$ cat src/rtl/game_pkg.sv
// game_pkg: shared definitions for the flappy-box game controller.
//   - game_state_t : FSM encodings, also driven out as game_State
//   - screen bounds of the visible VGA window (pixel / line numbers)
//   - default gap-midpoint range, widths and score ceiling
//   - lowest_one() : isolates the lowest set bit of the 3-bit pipe request vector
package game_pkg;

  typedef enum logic [1:0] {
    ST_IDLE  = 2'b00,
    ST_PLAY  = 2'b01,
    ST_DYING = 2'b10,
    ST_OVER  = 2'b11
  } game_state_t;

  localparam int H_VIS_START  = 113;
  localparam int H_VIS_END    = 751;
  localparam int V_VIS_START  = 36;
  localparam int V_VIS_END    = 514;

  localparam int MID_TOP_DEF  = 90;
  localparam int MID_SPAN_DEF = 370;

  localparam int GAP_W        = 11;
  localparam int PIPE_N       = 3;
  localparam int SCORE_W      = 10;
  localparam int SCORE_MAX    = 999;

  // Two's-complement trick: v & -v keeps only the lowest set bit.
  function automatic logic [PIPE_N-1:0] lowest_one(input logic [PIPE_N-1:0] v);
    return v & (~v + PIPE_N'(1));
  endfunction

endpackage

$ cat src/rtl/game_sequencer_if.sv
// game_sequencer_if: bundle between the game sequencer and the
// motion/collision/render datapath.
//   master (sequencer): drives tick, pipe_Enable, pipe_Spawn, gap_Mid,
//                       game_State, game_Over, score;
//                       receives collision, pipe_Exit, pipe_Passed.
//   slave  (datapath) : the mirror image.
interface game_sequencer_if;
  import game_pkg::*;

  logic                collision;
  logic [PIPE_N-1:0]   pipe_Exit;
  logic [PIPE_N-1:0]   pipe_Passed;

  logic                tick;
  logic [PIPE_N-1:0]   pipe_Enable;
  logic [PIPE_N-1:0]   pipe_Spawn;
  logic [GAP_W-1:0]    gap_Mid;
  logic [1:0]          game_State;
  logic                game_Over;
  logic [SCORE_W-1:0]  score;

  modport master (
    input  collision, pipe_Exit, pipe_Passed,
    output tick, pipe_Enable, pipe_Spawn, gap_Mid, game_State, game_Over, score
  );

  modport slave (
    output collision, pipe_Exit, pipe_Passed,
    input  tick, pipe_Enable, pipe_Spawn, gap_Mid, game_State, game_Over, score
  );

endinterface

$ cat src/rtl/game_sequencer_spawn_lfsr.sv
// spawn_lfsr: free-running 16-bit Fibonacci LFSR (taps 16,14,13,11) and the
// range reduction that turns it into a pipe gap midpoint.
//   clkHz   in  clock
//   clr_n   in  async active-low reset (reloads LFSR_SEED, clears gap_Mid)
//   clear   in  sync clear of gap_Mid only; the LFSR keeps running
//   load    in  capture a new midpoint (asserted together with a spawn grant)
//   gap_Mid out registered midpoint in [MID_TOP, MID_TOP+MID_SPAN-1]
module spawn_lfsr
  import game_pkg::*;
#(
  parameter logic [15:0] LFSR_SEED = 16'hACE1,
  parameter int          MID_TOP   = MID_TOP_DEF,
  parameter int          MID_SPAN  = MID_SPAN_DEF
) (
  input  logic             clkHz,
  input  logic             clr_n,
  input  logic             clear,
  input  logic             load,
  output logic [GAP_W-1:0] gap_Mid
);

  logic [15:0] lfsr_q;
  logic        fb;

  // Bit n of the tap list maps to index n-1 in a left-shifting register.
  assign fb = lfsr_q[15] ^ lfsr_q[13] ^ lfsr_q[12] ^ lfsr_q[10];

  // A 9-bit draw spans 0..511; one conditional subtract folds it into 0..MID_SPAN-1.
  function automatic logic [GAP_W-1:0] reduce_mid(input logic [8:0] r);
    logic [8:0] m;
    m = (r >= 9'(MID_SPAN)) ? (r - 9'(MID_SPAN)) : r;
    return GAP_W'(MID_TOP) + GAP_W'(m);
  endfunction

  always_ff @(posedge clkHz or negedge clr_n) begin
    if (!clr_n) lfsr_q <= LFSR_SEED;
    else        lfsr_q <= {lfsr_q[14:0], fb};
  end

  always_ff @(posedge clkHz or negedge clr_n) begin
    if (!clr_n)     gap_Mid <= '0;
    else if (clear) gap_Mid <= '0;
    else if (load)  gap_Mid <= reduce_mid(lfsr_q[8:0]);
  end

endmodule

$ cat src/rtl/game_sequencer.sv
// game_sequencer: top-level controller for the VGA flappy-box game.
// Sequences IDLE/PLAY/DYING/OVER, strobes the motion datapath once per frame,
// schedules staggered pipe release and respawn with random gap midpoints, and
// keeps a saturating score.
//   clkHz      in  system/pixel clock
//   clr_n      in  async active-low reset
//   h_Counter  in  VGA horizontal counter
//   v_Counter  in  VGA vertical counter
//   btn_U      in  start/flap button (asynchronous level)
//   restart    in  synchronous restart request (level)
//   dp         master side of game_sequencer_if (datapath handshake/outputs)
module game_sequencer
  import game_pkg::*;
#(
  parameter int          TICK_LINE    = 515,
  parameter int          PIPE2_DELAY  = 115,
  parameter int          PIPE3_DELAY  = 230,
  parameter int          DEATH_FRAMES = 60,
  parameter int          MID_TOP      = MID_TOP_DEF,
  parameter int          MID_SPAN     = MID_SPAN_DEF,
  parameter logic [15:0] LFSR_SEED    = 16'hACE1
) (
  input  logic       clkHz,
  input  logic       clr_n,
  input  logic [9:0] h_Counter,
  input  logic [9:0] v_Counter,
  input  logic       btn_U,
  input  logic       restart,
  game_sequencer_if.master dp
);

  localparam int DC_W = $clog2(DEATH_FRAMES + 1);

  game_state_t         state_q, state_d;
  logic                btn_s1, btn_s2, btn_d, btn_Rise;
  logic                frame_Hit;
  logic [15:0]         frame_Cnt;
  logic [DC_W-1:0]     death_Cnt;
  logic [PIPE_N-1:0]   pend_q, pipe_Enable_q, pipe_Spawn_q;
  logic [SCORE_W-1:0]  score_q;

  logic                in_play, stay_play, enter_play, enter_dying, tick_w;
  logic [PIPE_N-1:0]   delay_req, exit_req, spawn_req, grant;

  // Adds one per set pipe_Passed bit, clamped at SCORE_MAX.
  function automatic logic [SCORE_W-1:0] sat_score(input logic [SCORE_W-1:0] s,
                                                   input logic [PIPE_N-1:0]  p);
    logic [SCORE_W+1:0] sum;
    sum = (SCORE_W+2)'(s) + (SCORE_W+2)'(p[0]) + (SCORE_W+2)'(p[1]) + (SCORE_W+2)'(p[2]);
    return (sum > (SCORE_W+2)'(SCORE_MAX)) ? SCORE_W'(SCORE_MAX) : sum[SCORE_W-1:0];
  endfunction

  // Button synchroniser, one extra flop for the rising-edge detector.
  always_ff @(posedge clkHz or negedge clr_n) begin
    if (!clr_n) begin
      btn_s1    <= 1'b0;
      btn_s2    <= 1'b0;
      btn_d     <= 1'b0;
      frame_Hit <= 1'b0;
    end else begin
      btn_s1    <= btn_U;
      btn_s2    <= btn_s1;
      btn_d     <= btn_s2;
      frame_Hit <= (h_Counter == 10'd0) && (v_Counter == 10'(TICK_LINE));
    end
  end

  assign btn_Rise = btn_s2 & ~btn_d;

  always_ff @(posedge clkHz or negedge clr_n) begin
    if (!clr_n) state_q <= ST_IDLE;
    else        state_q <= state_d;
  end

  always_comb begin
    state_d = state_q;
    case (state_q)
      ST_IDLE:  if (btn_Rise)                               state_d = ST_PLAY;
      ST_PLAY:  if (frame_Hit && dp.collision)              state_d = ST_DYING;
      ST_DYING: if (frame_Hit && (death_Cnt == DC_W'(1)))   state_d = ST_OVER;
      ST_OVER:  if (btn_Rise)                               state_d = ST_IDLE;
      default:                                              state_d = ST_IDLE;
    endcase
    if (restart) state_d = ST_IDLE;
  end

  // Spawn requests: pending bits plus this cycle's new requests, so a request
  // raised now is granted at this same edge. Grants happen only while the
  // game stays in PLAY; leaving PLAY drops everything pending.
  always_comb begin
    in_play     = (state_q == ST_PLAY);
    stay_play   = in_play && (state_d == ST_PLAY);
    enter_play  = (state_q == ST_IDLE) && (state_d == ST_PLAY);
    enter_dying = in_play && (state_d == ST_DYING);
    tick_w      = frame_Hit && in_play;
    delay_req   = '0;
    if (tick_w && (frame_Cnt == 16'(PIPE2_DELAY - 1))) delay_req[1] = 1'b1;
    if (tick_w && (frame_Cnt == 16'(PIPE3_DELAY - 1))) delay_req[2] = 1'b1;
    exit_req    = in_play ? (dp.pipe_Exit & pipe_Enable_q) : '0;
    spawn_req   = pend_q | exit_req | delay_req;
    grant       = stay_play ? lowest_one(spawn_req) : '0;
  end

  always_ff @(posedge clkHz or negedge clr_n) begin
    if (!clr_n) begin
      frame_Cnt     <= '0;
      death_Cnt     <= '0;
      pend_q        <= '0;
      pipe_Enable_q <= '0;
      pipe_Spawn_q  <= '0;
      score_q       <= '0;
    end else if (restart) begin
      frame_Cnt     <= '0;
      death_Cnt     <= '0;
      pend_q        <= '0;
      pipe_Enable_q <= '0;
      pipe_Spawn_q  <= '0;
      score_q       <= '0;
    end else begin
      pipe_Spawn_q  <= grant;
      pipe_Enable_q <= stay_play ? (pipe_Enable_q | grant) : '0;
      if (enter_play) begin
        frame_Cnt <= '0;
        score_q   <= '0;
        pend_q    <= PIPE_N'(1);
      end else begin
        if (tick_w && (frame_Cnt != 16'hFFFF)) frame_Cnt <= frame_Cnt + 16'd1;
        if (in_play) score_q <= sat_score(score_q, dp.pipe_Passed);
        pend_q <= stay_play ? (spawn_req & ~grant) : '0;
      end
      if (enter_dying)
        death_Cnt <= DC_W'(DEATH_FRAMES);
      else if ((state_q == ST_DYING) && frame_Hit && (death_Cnt != '0))
        death_Cnt <= death_Cnt - DC_W'(1);
    end
  end

  spawn_lfsr #(
    .LFSR_SEED (LFSR_SEED),
    .MID_TOP   (MID_TOP),
    .MID_SPAN  (MID_SPAN)
  ) u_spawn_lfsr (
    .clkHz   (clkHz),
    .clr_n   (clr_n),
    .clear   (restart),
    .load    (|grant),
    .gap_Mid (dp.gap_Mid)
  );

  assign dp.tick        = tick_w;
  assign dp.pipe_Enable = pipe_Enable_q;
  assign dp.pipe_Spawn  = pipe_Spawn_q;
  assign dp.game_State  = state_q;
  assign dp.game_Over   = state_q[1];
  assign dp.score       = score_q;

endmodule

$ cat src/flat_wrapper.sv
// flat-port wrapper written by rule: the top's interface ports become plain ports
module game_sequencer_flat import game_pkg::*;
#(
  parameter int          TICK_LINE    = 515,
  parameter int          PIPE2_DELAY  = 115,
  parameter int          PIPE3_DELAY  = 230,
  parameter int          DEATH_FRAMES = 60,
  parameter int          MID_TOP      = MID_TOP_DEF,
  parameter int          MID_SPAN     = MID_SPAN_DEF,
  parameter logic [15:0] LFSR_SEED    = 16'hACE1
)
  (clkHz, clr_n, h_Counter, v_Counter, btn_U, restart, dp_collision, dp_pipe_Exit, dp_pipe_Passed, dp_tick, dp_pipe_Enable, dp_pipe_Spawn, dp_gap_Mid, dp_game_State, dp_game_Over, dp_score);
  game_sequencer_if dp_i ();
  input  logic clkHz;
  input  logic clr_n;
  input  logic [9:0] h_Counter;
  input  logic [9:0] v_Counter;
  input  logic btn_U;
  input  logic restart;
  input wire logic [$bits(dp_i.collision)-1:0] dp_collision;
  input wire logic [$bits(dp_i.pipe_Exit)-1:0] dp_pipe_Exit;
  input wire logic [$bits(dp_i.pipe_Passed)-1:0] dp_pipe_Passed;
  output wire logic [$bits(dp_i.tick)-1:0] dp_tick;
  output wire logic [$bits(dp_i.pipe_Enable)-1:0] dp_pipe_Enable;
  output wire logic [$bits(dp_i.pipe_Spawn)-1:0] dp_pipe_Spawn;
  output wire logic [$bits(dp_i.gap_Mid)-1:0] dp_gap_Mid;
  output wire logic [$bits(dp_i.game_State)-1:0] dp_game_State;
  output wire logic [$bits(dp_i.game_Over)-1:0] dp_game_Over;
  output wire logic [$bits(dp_i.score)-1:0] dp_score;
  assign dp_i.collision = dp_collision;
  assign dp_i.pipe_Exit = dp_pipe_Exit;
  assign dp_i.pipe_Passed = dp_pipe_Passed;
  assign dp_tick = dp_i.tick;
  assign dp_pipe_Enable = dp_i.pipe_Enable;
  assign dp_pipe_Spawn = dp_i.pipe_Spawn;
  assign dp_gap_Mid = dp_i.gap_Mid;
  assign dp_game_State = dp_i.game_State;
  assign dp_game_Over = dp_i.game_Over;
  assign dp_score = dp_i.score;
  game_sequencer #(.TICK_LINE(TICK_LINE), .PIPE2_DELAY(PIPE2_DELAY), .PIPE3_DELAY(PIPE3_DELAY), .DEATH_FRAMES(DEATH_FRAMES), .MID_TOP(MID_TOP), .MID_SPAN(MID_SPAN), .LFSR_SEED(LFSR_SEED)) u_core (.clkHz(clkHz), .clr_n(clr_n), .h_Counter(h_Counter), .v_Counter(v_Counter), .btn_U(btn_U), .restart(restart), .dp(dp_i));
endmodule
$ cat config.mk
export PLATFORM = sky130hd
export DESIGN_NAME = game_sequencer_flat
export DESIGN_NICKNAME = d
export VERILOG_FILES = /design/src/rtl/game_pkg.sv /design/src/rtl/game_sequencer_if.sv /design/src/rtl/game_sequencer_spawn_lfsr.sv /design/src/rtl/game_sequencer.sv /design/src/flat_wrapper.sv
export SDC_FILE = /design/constraint.sdc
export NUM_CORES = 1
export LEC_CHECK = 0
export BUFFER_PORTS_ARGS = -buffer_cell sky130_fd_sc_hd__buf_4
export CAP_MARGIN = 10
export CORE_ASPECT_RATIO = 1.1
export CORE_UTILIZATION = 45
export DETAILED_ROUTE_END_ITERATION = 10
export GPL_ROUTABILITY_DRIVEN = 0
export MAX_ROUTING_LAYER = met4
export PLACE_DENSITY = 0.77
export SYNTH_ARGS = -nofsm -noshare
export SYNTH_HDL_FRONTEND = slang
export SYNTH_HIERARCHICAL = 1
export SYNTH_SLANG_ARGS = --single-unit
$ cat constraint.sdc
create_clock -name clkHz -period 3.25 [get_ports clkHz]
set_input_delay 0.4875 -clock clkHz [delete_from_list [all_inputs] [get_ports clkHz]]
set_output_delay 0.4875 -clock clkHz [all_outputs]
set_load 0.02 [all_outputs]
==> impl_metrics.json, run 1 <==
{
  "clkSlewWorstSetupHoldPaths_ns": 0.08,
  "syn_to_final_growth_pct": 18.2,
  "combinationalPowerShare_pct": 6.3,
  "initial_core_util_pct": 46.2,
  "hold_buffers": 0,
  "cpPeakStageDelay_ns": 0.48,
  "synth_top_area_share_pct": 39.7,
  "n_antenna_cell": 0,
  "die_h_um": 102,
  "final_nets": 505,
  "slew_headroom_pct": 39.5,
  "rsz0062_at_grt": "no",
  "yosysWarnings": 6,
  "ant_nets": 0,
  "cts_root_buffer": "clkbuf_8",
  "row_count": 36,
  "setup_violations": 0,
  "ys_seq_area_share_pct": 44.8,
  "timing.setup.tns_ns": 0,
  "critPathMostFrequentCell": "ha_1",
  "cts_tree": "done",
  "crit_path_max_fanout": 9,
  "post-route-min-period_ns": 2.91,
  "worstMarginPinSlew_ns": 0.908,
  "first_iter_violations": 156,
  "p_int_mw": 1.47,
  "grt_usage_pct": 20.6,
  "cellLeakagePower_nw": 2.14,
  "clk_latency_ns": 0.35,
  "post_cts_buffers": 0,
  "r2r_cells": 11,
  "worstHoldPathType": "input pin to flip-flop",
  "synthFlopType": "dfrtp_1",
  "path_cells": "inv_1 -> ha_1 -> nand2b_1 -> a31oi_1 -> nand2_1 -> a21boi_0 -> ha_1 -> nor3_1 -> a31o_1 -> and4_4 -> nor4_2",
  "dr.pass1.iters": 4,
  "synth_area_sq_um": 4100,
  "grt_pass1_vias": 3169,
  "die_w_um": 93.0,
  "cts.sinks": 73,
  "cp-end-kind": "flip-flop",
  "die-area_sq_um": 9500,
  "wirelength_um": 9070,
  "syn_avg_cell_area_sq_um": 10.1,
  "wl_per_cell_um": 15.6,
  "final_hold_viol_count": 0,
  "cp-start-kind": "flip-flop",
  "layout-drive-gt1-share_pct": 25.5,
  "cts_resized": 0,
  "slew_violations": 0,
  "period_share_pct": 89.7,
  "power_frac_clock_pct": 45.2,
  "p_seq_share_pct": 48.5,
  "synth_edf_count": 0,
  "synth_nets": 449,
  "ios": 62,
  "synth-seq-cells": 73,
  "routed_via_density": 5.78,
  "arrival_ns": 3.17,
  "synth.area.top_cells": "dfrtp_1 40%, dfstp_2 5.1%, nor2_1 4.7%",
  "grt_pass1_wl_um": 15000,
  "yosys.area.top_type": "dfrtp_1",
  "cts_buffers": 9,
  "vdd_ir_drop_max_uv": 271,
  "status": "finished, final reports clean",
  "synthCells": 406,
  "totalPowerFinal_mw": 1.90,
  "overflow": 0,
  "path_class": "flip-flop to flip-flop",
  "ys_types": 85,
  "dr_total_vias": 3360,
  "grt_max_degree": 74,
  "h-tree-depth": 3,
  "crit_slowest_cell": "dfrtp_1",
  "max_freq_mhz": 343,
  "cts_buffer_depth": 2,
  "maxCapViolCount": 0,
  "post-dp-hpwl_um": 6410,
  "post-synth-top-count-cell": "dfrtp_1",
  "switching_share_pct": 22.4,
  "antenna_found_initial": 0,
  "p_sw_mw": 0.426,
  "fin_skew_ns": 0.0139,
  "synth_common_cells": "65 x dfrtp_1, 51 x nor2_1, 23 x nand2_1",
  "pwr_density_cell_nw_per_um2": 392,
  "io_buffers": 60,
  "cp.required_ns": 3.50,
  "ys_async_sr_fraction_pct": 100,
  "min_path_cells": 1,
  "route.detailed.drc": 0,
  "fp.coreArea_sq_um": 8870
}
-- registers in the layout, summed over array words and instances (netlist names) --
register / count
u_core/u_spawn_lfsr/gap_Mid: 10
u_core/u_spawn_lfsr/lfsr_q: 16
u_core/death_Cnt: 6
u_core/pend_q: 3
u_core/dp.pipe_Spawn: 3
u_core/frame_Cnt: 16
u_core/frame_Hit: 1
u_core/dp.pipe_Enable: 3
u_core/btn_s1: 1
u_core/dp.score: 10
u_core/btn_d: 1
u_core/btn_s2: 1
u_core/dp.game_State: 2
-- worst paths after layout --
kind                                                from                             end  slack [ns]
min in group asynchronous                          clr_n  u_core/u_spawn_lfsr/gap_Mid[1]        0.27
max in group asynchronous                          clr_n             u_core/frame_Cnt[7]        2.39
setup / recovery           u_core/u_spawn_lfsr/lfsr_q[2]  u_core/u_spawn_lfsr/gap_Mid[7]        0.34
hold / removal                                     btn_U                   u_core/btn_s1        0.25
hold reg to reg            u_core/u_spawn_lfsr/lfsr_q[9]  u_core/u_spawn_lfsr/lfsr_q[10]        0.36
setup reg to reg           u_core/u_spawn_lfsr/lfsr_q[2]  u_core/u_spawn_lfsr/gap_Mid[7]        0.34
-- through the flow --
step | instances | setup slack, ns | hold WS [ns] | area (sq um) | util, %
final | 581 | 0.335 | 0.246 | 4850 | 54.6
after global routing | 581 | 0.0337 | 0.218 | 4850 | 54.6
after CTS | 581 | 0.365 | 0.223 | 4850 | 54.6
after detailed placement | 565 | 0.182 | 0.337 | 4600 | 51.9
after global placement | 565 | 0.237 | 0.337 | 4600 | 51.9
after floorplan | 406 | 0.422 | 0.192 | 4100 | -
-- placed cells by master, fill, tap and decap left out, types with 12 or more instances in the layout --
cell type  synthesis  routed
nand2_1           23      23
nor2_1            51      51
nor3_1            13      13
a21oi_1           15      15
dfrtp_1           65      65
o21ai_0           15      15
nand3_1           12      12
buf_4              6      64
inv_1             12      12
xor2_1            13      13
-- power groups by stage --
stage	Combinational [mW]	Clock, mW	Sequential [mW]
detailed placement	0.121	0	0.937
floorplan	0.0524	0	0.941
global route	0.133	0.928	0.921
global placement	0.119	0	0.937
finish	0.120	0.858	0.920
CTS	0.121	0.888	0.920
-- critical path, delay by kind of cell, from the launching register on --
family	cells	cell delay [ns]
compound gates	3	0.93
fa+ha+maj	2	0.43
buf+inv	1	0.12
flops	1	0.48
simple gates	5	0.86
-- cell families after synthesis --
family          Yosys count  share of synthesized area (%)
buf+inv                  32                           4.15
xor+xnor                 21                           4.48
fa+ha+maj                12                           4.03
simple gates            165                           24.3
compound gates           99                           17.4
mux                       3                          0.732
flops                    73                           44.8
other cells               1                         0.0914
-- cell type report --
| class | count | area [sq um] |
|---|---|---|
| Clock inverter | 7 | 119 |
| Tap cell | 114 | 143 |
| Inverter | 13 | 48.8 |
| Clock buffer | 9 | 124 |
| Fill cell | 758 | 4030 |
| Sequential cell | 73 | 1840 |
| Multi-Input combinational cell | 301 | 2090 |
| Timing Repair Buffer | 64 | 480 |
-- metal layers --
metal,part of all wire [%],GRT usage (%)
met2,50,34.3
met4,1.2,6.63
met5,0,-
met3,4.1,4.09
met1,44,25.4
(Power assumes the default switching activity.)
==> run 2: changes to the inputs <==
CTS_CLUSTER_DIAMETER = 100   (was default)
PLACE_DENSITY = 0.61   (was 0.77)
==> run 2 against run 1 <==
Compared with the run above:
- core utilization grew 0.099 points
- clock skew is 0.0034 ns lower
- cell count is 0.69% higher
- routed wire length up 1.3%
- critical endpoint is now u_core/dp.score[1]
- die area unchanged
- non-clock buffer count is 4 higher
==> impl_metrics.json, run 2 (synthesis results as in run 1) <==
{
  "pre_cts_ws_ns": 0.148,
  "setup_violations": 0,
  "maxCapViolCount": 0,
  "post_cts_buffers": 0,
  "dr.pass1.iters": 5,
  "ios": 62,
  "initial_core_util_pct": 46.2,
  "regArea_sq_um": 1840,
  "most-common-layout-cells": "68 x buf_4, 65 x dfrtp_1, 51 x nor2_1, 23 x nand2_1",
  "antenna_found_initial": 0,
  "die_h_um": 102,
  "wl_per_cell_um": 15.7,
  "vdd_ir_drop_max_uv": 183,
  "cts_buffers": 9,
  "cts.sinks": 73,
  "overflow": 0,
  "cts_resized": 0,
  "clkSlewWorstSetupHoldPaths_ns": 0.07,
  "cp-end-kind": "flip-flop",
  "final_hold_viol_count": 0,
  "grt_pass1_wl_um": 15800,
  "period_share_pct": 88.6,
  "cp-start-kind": "flip-flop",
  "grt_usage_pct": 21.8,
  "final_nets": 509,
  "die_w_um": 93.0,
  "cts_buffer_depth": 2,
  "h-tree-depth": 3,
  "hold_buffers": 0,
  "post-dp-hpwl_um": 6580,
  "cp.required_ns": 3.47,
  "first_iter_violations": 150,
  "cellLeakagePower_nw": 2.15,
  "clk_latency_ns": 0.34,
  "totalPowerFinal_mw": 1.83,
  "route.detailed.drc": 0,
  "arrival_ns": 3.09,
  "pwr_density_cell_nw_per_um2": 376,
  "setup_ws_ns": 0.371,
  "slew_headroom_pct": 40.6,
  "layout_commonest_cell": "buf_4",
  "max_freq_mhz": 347,
  "routed_via_density": 5.66,
  "cts_root_buffer": "clkbuf_8",
  "wirelength_um": 9190,
  "syn_to_final_growth_pct": 18.4,
  "fp.coreArea_sq_um": 8870,
  "status": "finished, final reports clean",
  "worstMarginPinSlew_ns": 0.891,
  "nFillCells": 790,
  "post-route-min-period_ns": 2.88,
  "ant_nets": 0,
  "worstHoldPathType": "input pin to flip-flop",
  "fin_skew_ns": 0.0105,
  "slew_violations": 0,
  "n_antenna_cell": 0,
  "layout-drive-gt1-share_pct": 25.7,
  "multiInputGateArea_sq_um": 2090,
  "io_buffers": 60,
  "path_class": "flip-flop to flip-flop",
  "crit_path_max_fanout": 5,
  "row_count": 36,
  "top_regs": "u_core/frame_Cnt: 16 flops, u_core/u_spawn_lfsr/lfsr_q: 16 flops",
  "cts_tree": "done",
  "dr_total_vias": 3313,
  "grt_pass1_vias": 3300,
  "grt_max_degree": 74,
  "die-area_sq_um": 9500,
  "timing.setup.tns_ns": 0,
  "rsz0062_at_grt": "no"
}
==> run 2: worst paths after layout <==
kind	startpoint	end	slack, ns	cells after the start
worst max-delay path	u_core/dp.score[0]	u_core/dp.score[1]	0.37	8
worst min-delay path	btn_U	u_core/btn_s1	0.26	1
worst max register to register	u_core/dp.score[0]	u_core/dp.score[1]	0.37	8
max in group asynchronous	clr_n	u_core/pend_q[0]	2.40	1
worst min register to register	u_core/u_spawn_lfsr/lfsr_q[9]	u_core/u_spawn_lfsr/lfsr_q[10]	0.36	0
min in group asynchronous	clr_n	u_core/u_spawn_lfsr/lfsr_q[1]	0.28	1
==> run 2: layout make-up <==
cell class	instances	area share (%)
repair buffers	68	10.5
multi-input cells	301	43.1
clock inverters	4	1.57
clock buffers	12	2.99
inverters	13	1.01
well taps	114	2.94
flip-flops and latches	73	37.8
==> run 2: where the power goes <==
group	switching, mW	internal, mW
registers	0.00540	0.914
clock network	0.331	0.456
logic	0.0719	0.0491
total	0.408	1.42
==> run 2: per-layer routing <==
layer | up-vias | wire length, um | GRT usage [%]
met2 | 92 | 4350 | 33.7
met1 | 1597 | 4240 | 29.0
met4 | 0 | 155 | 9.11
li1 | 1611 | - | -
met3 | 13 | 433 | 2.98
met5 | - | 0 | -
==> run 2: critical path, cell delays in order, from the launching register on <==
cell	delay [ns]
dfrtp_1	0.41
fa_1	0.45
ha_1	0.23
fa_1	0.43
and3_1	0.23
xor2_1	0.16
o32ai_1	0.45
nor4_4	0.09
a221o_1	0.31
==> run 2: through the flow <==
step / cells / utilization [%] / hold WS [ns] / area, sq um
floorplan: 406 / - / 0.192 / 4100
global placement: 569 / 52.2 / 0.339 / 4630
detailed placement: 569 / 52.2 / 0.337 / 4630
CTS: 585 / 54.7 / 0.235 / 4850
global route: 585 / 54.7 / 0.229 / 4850
finish: 585 / 54.7 / 0.259 / 4850
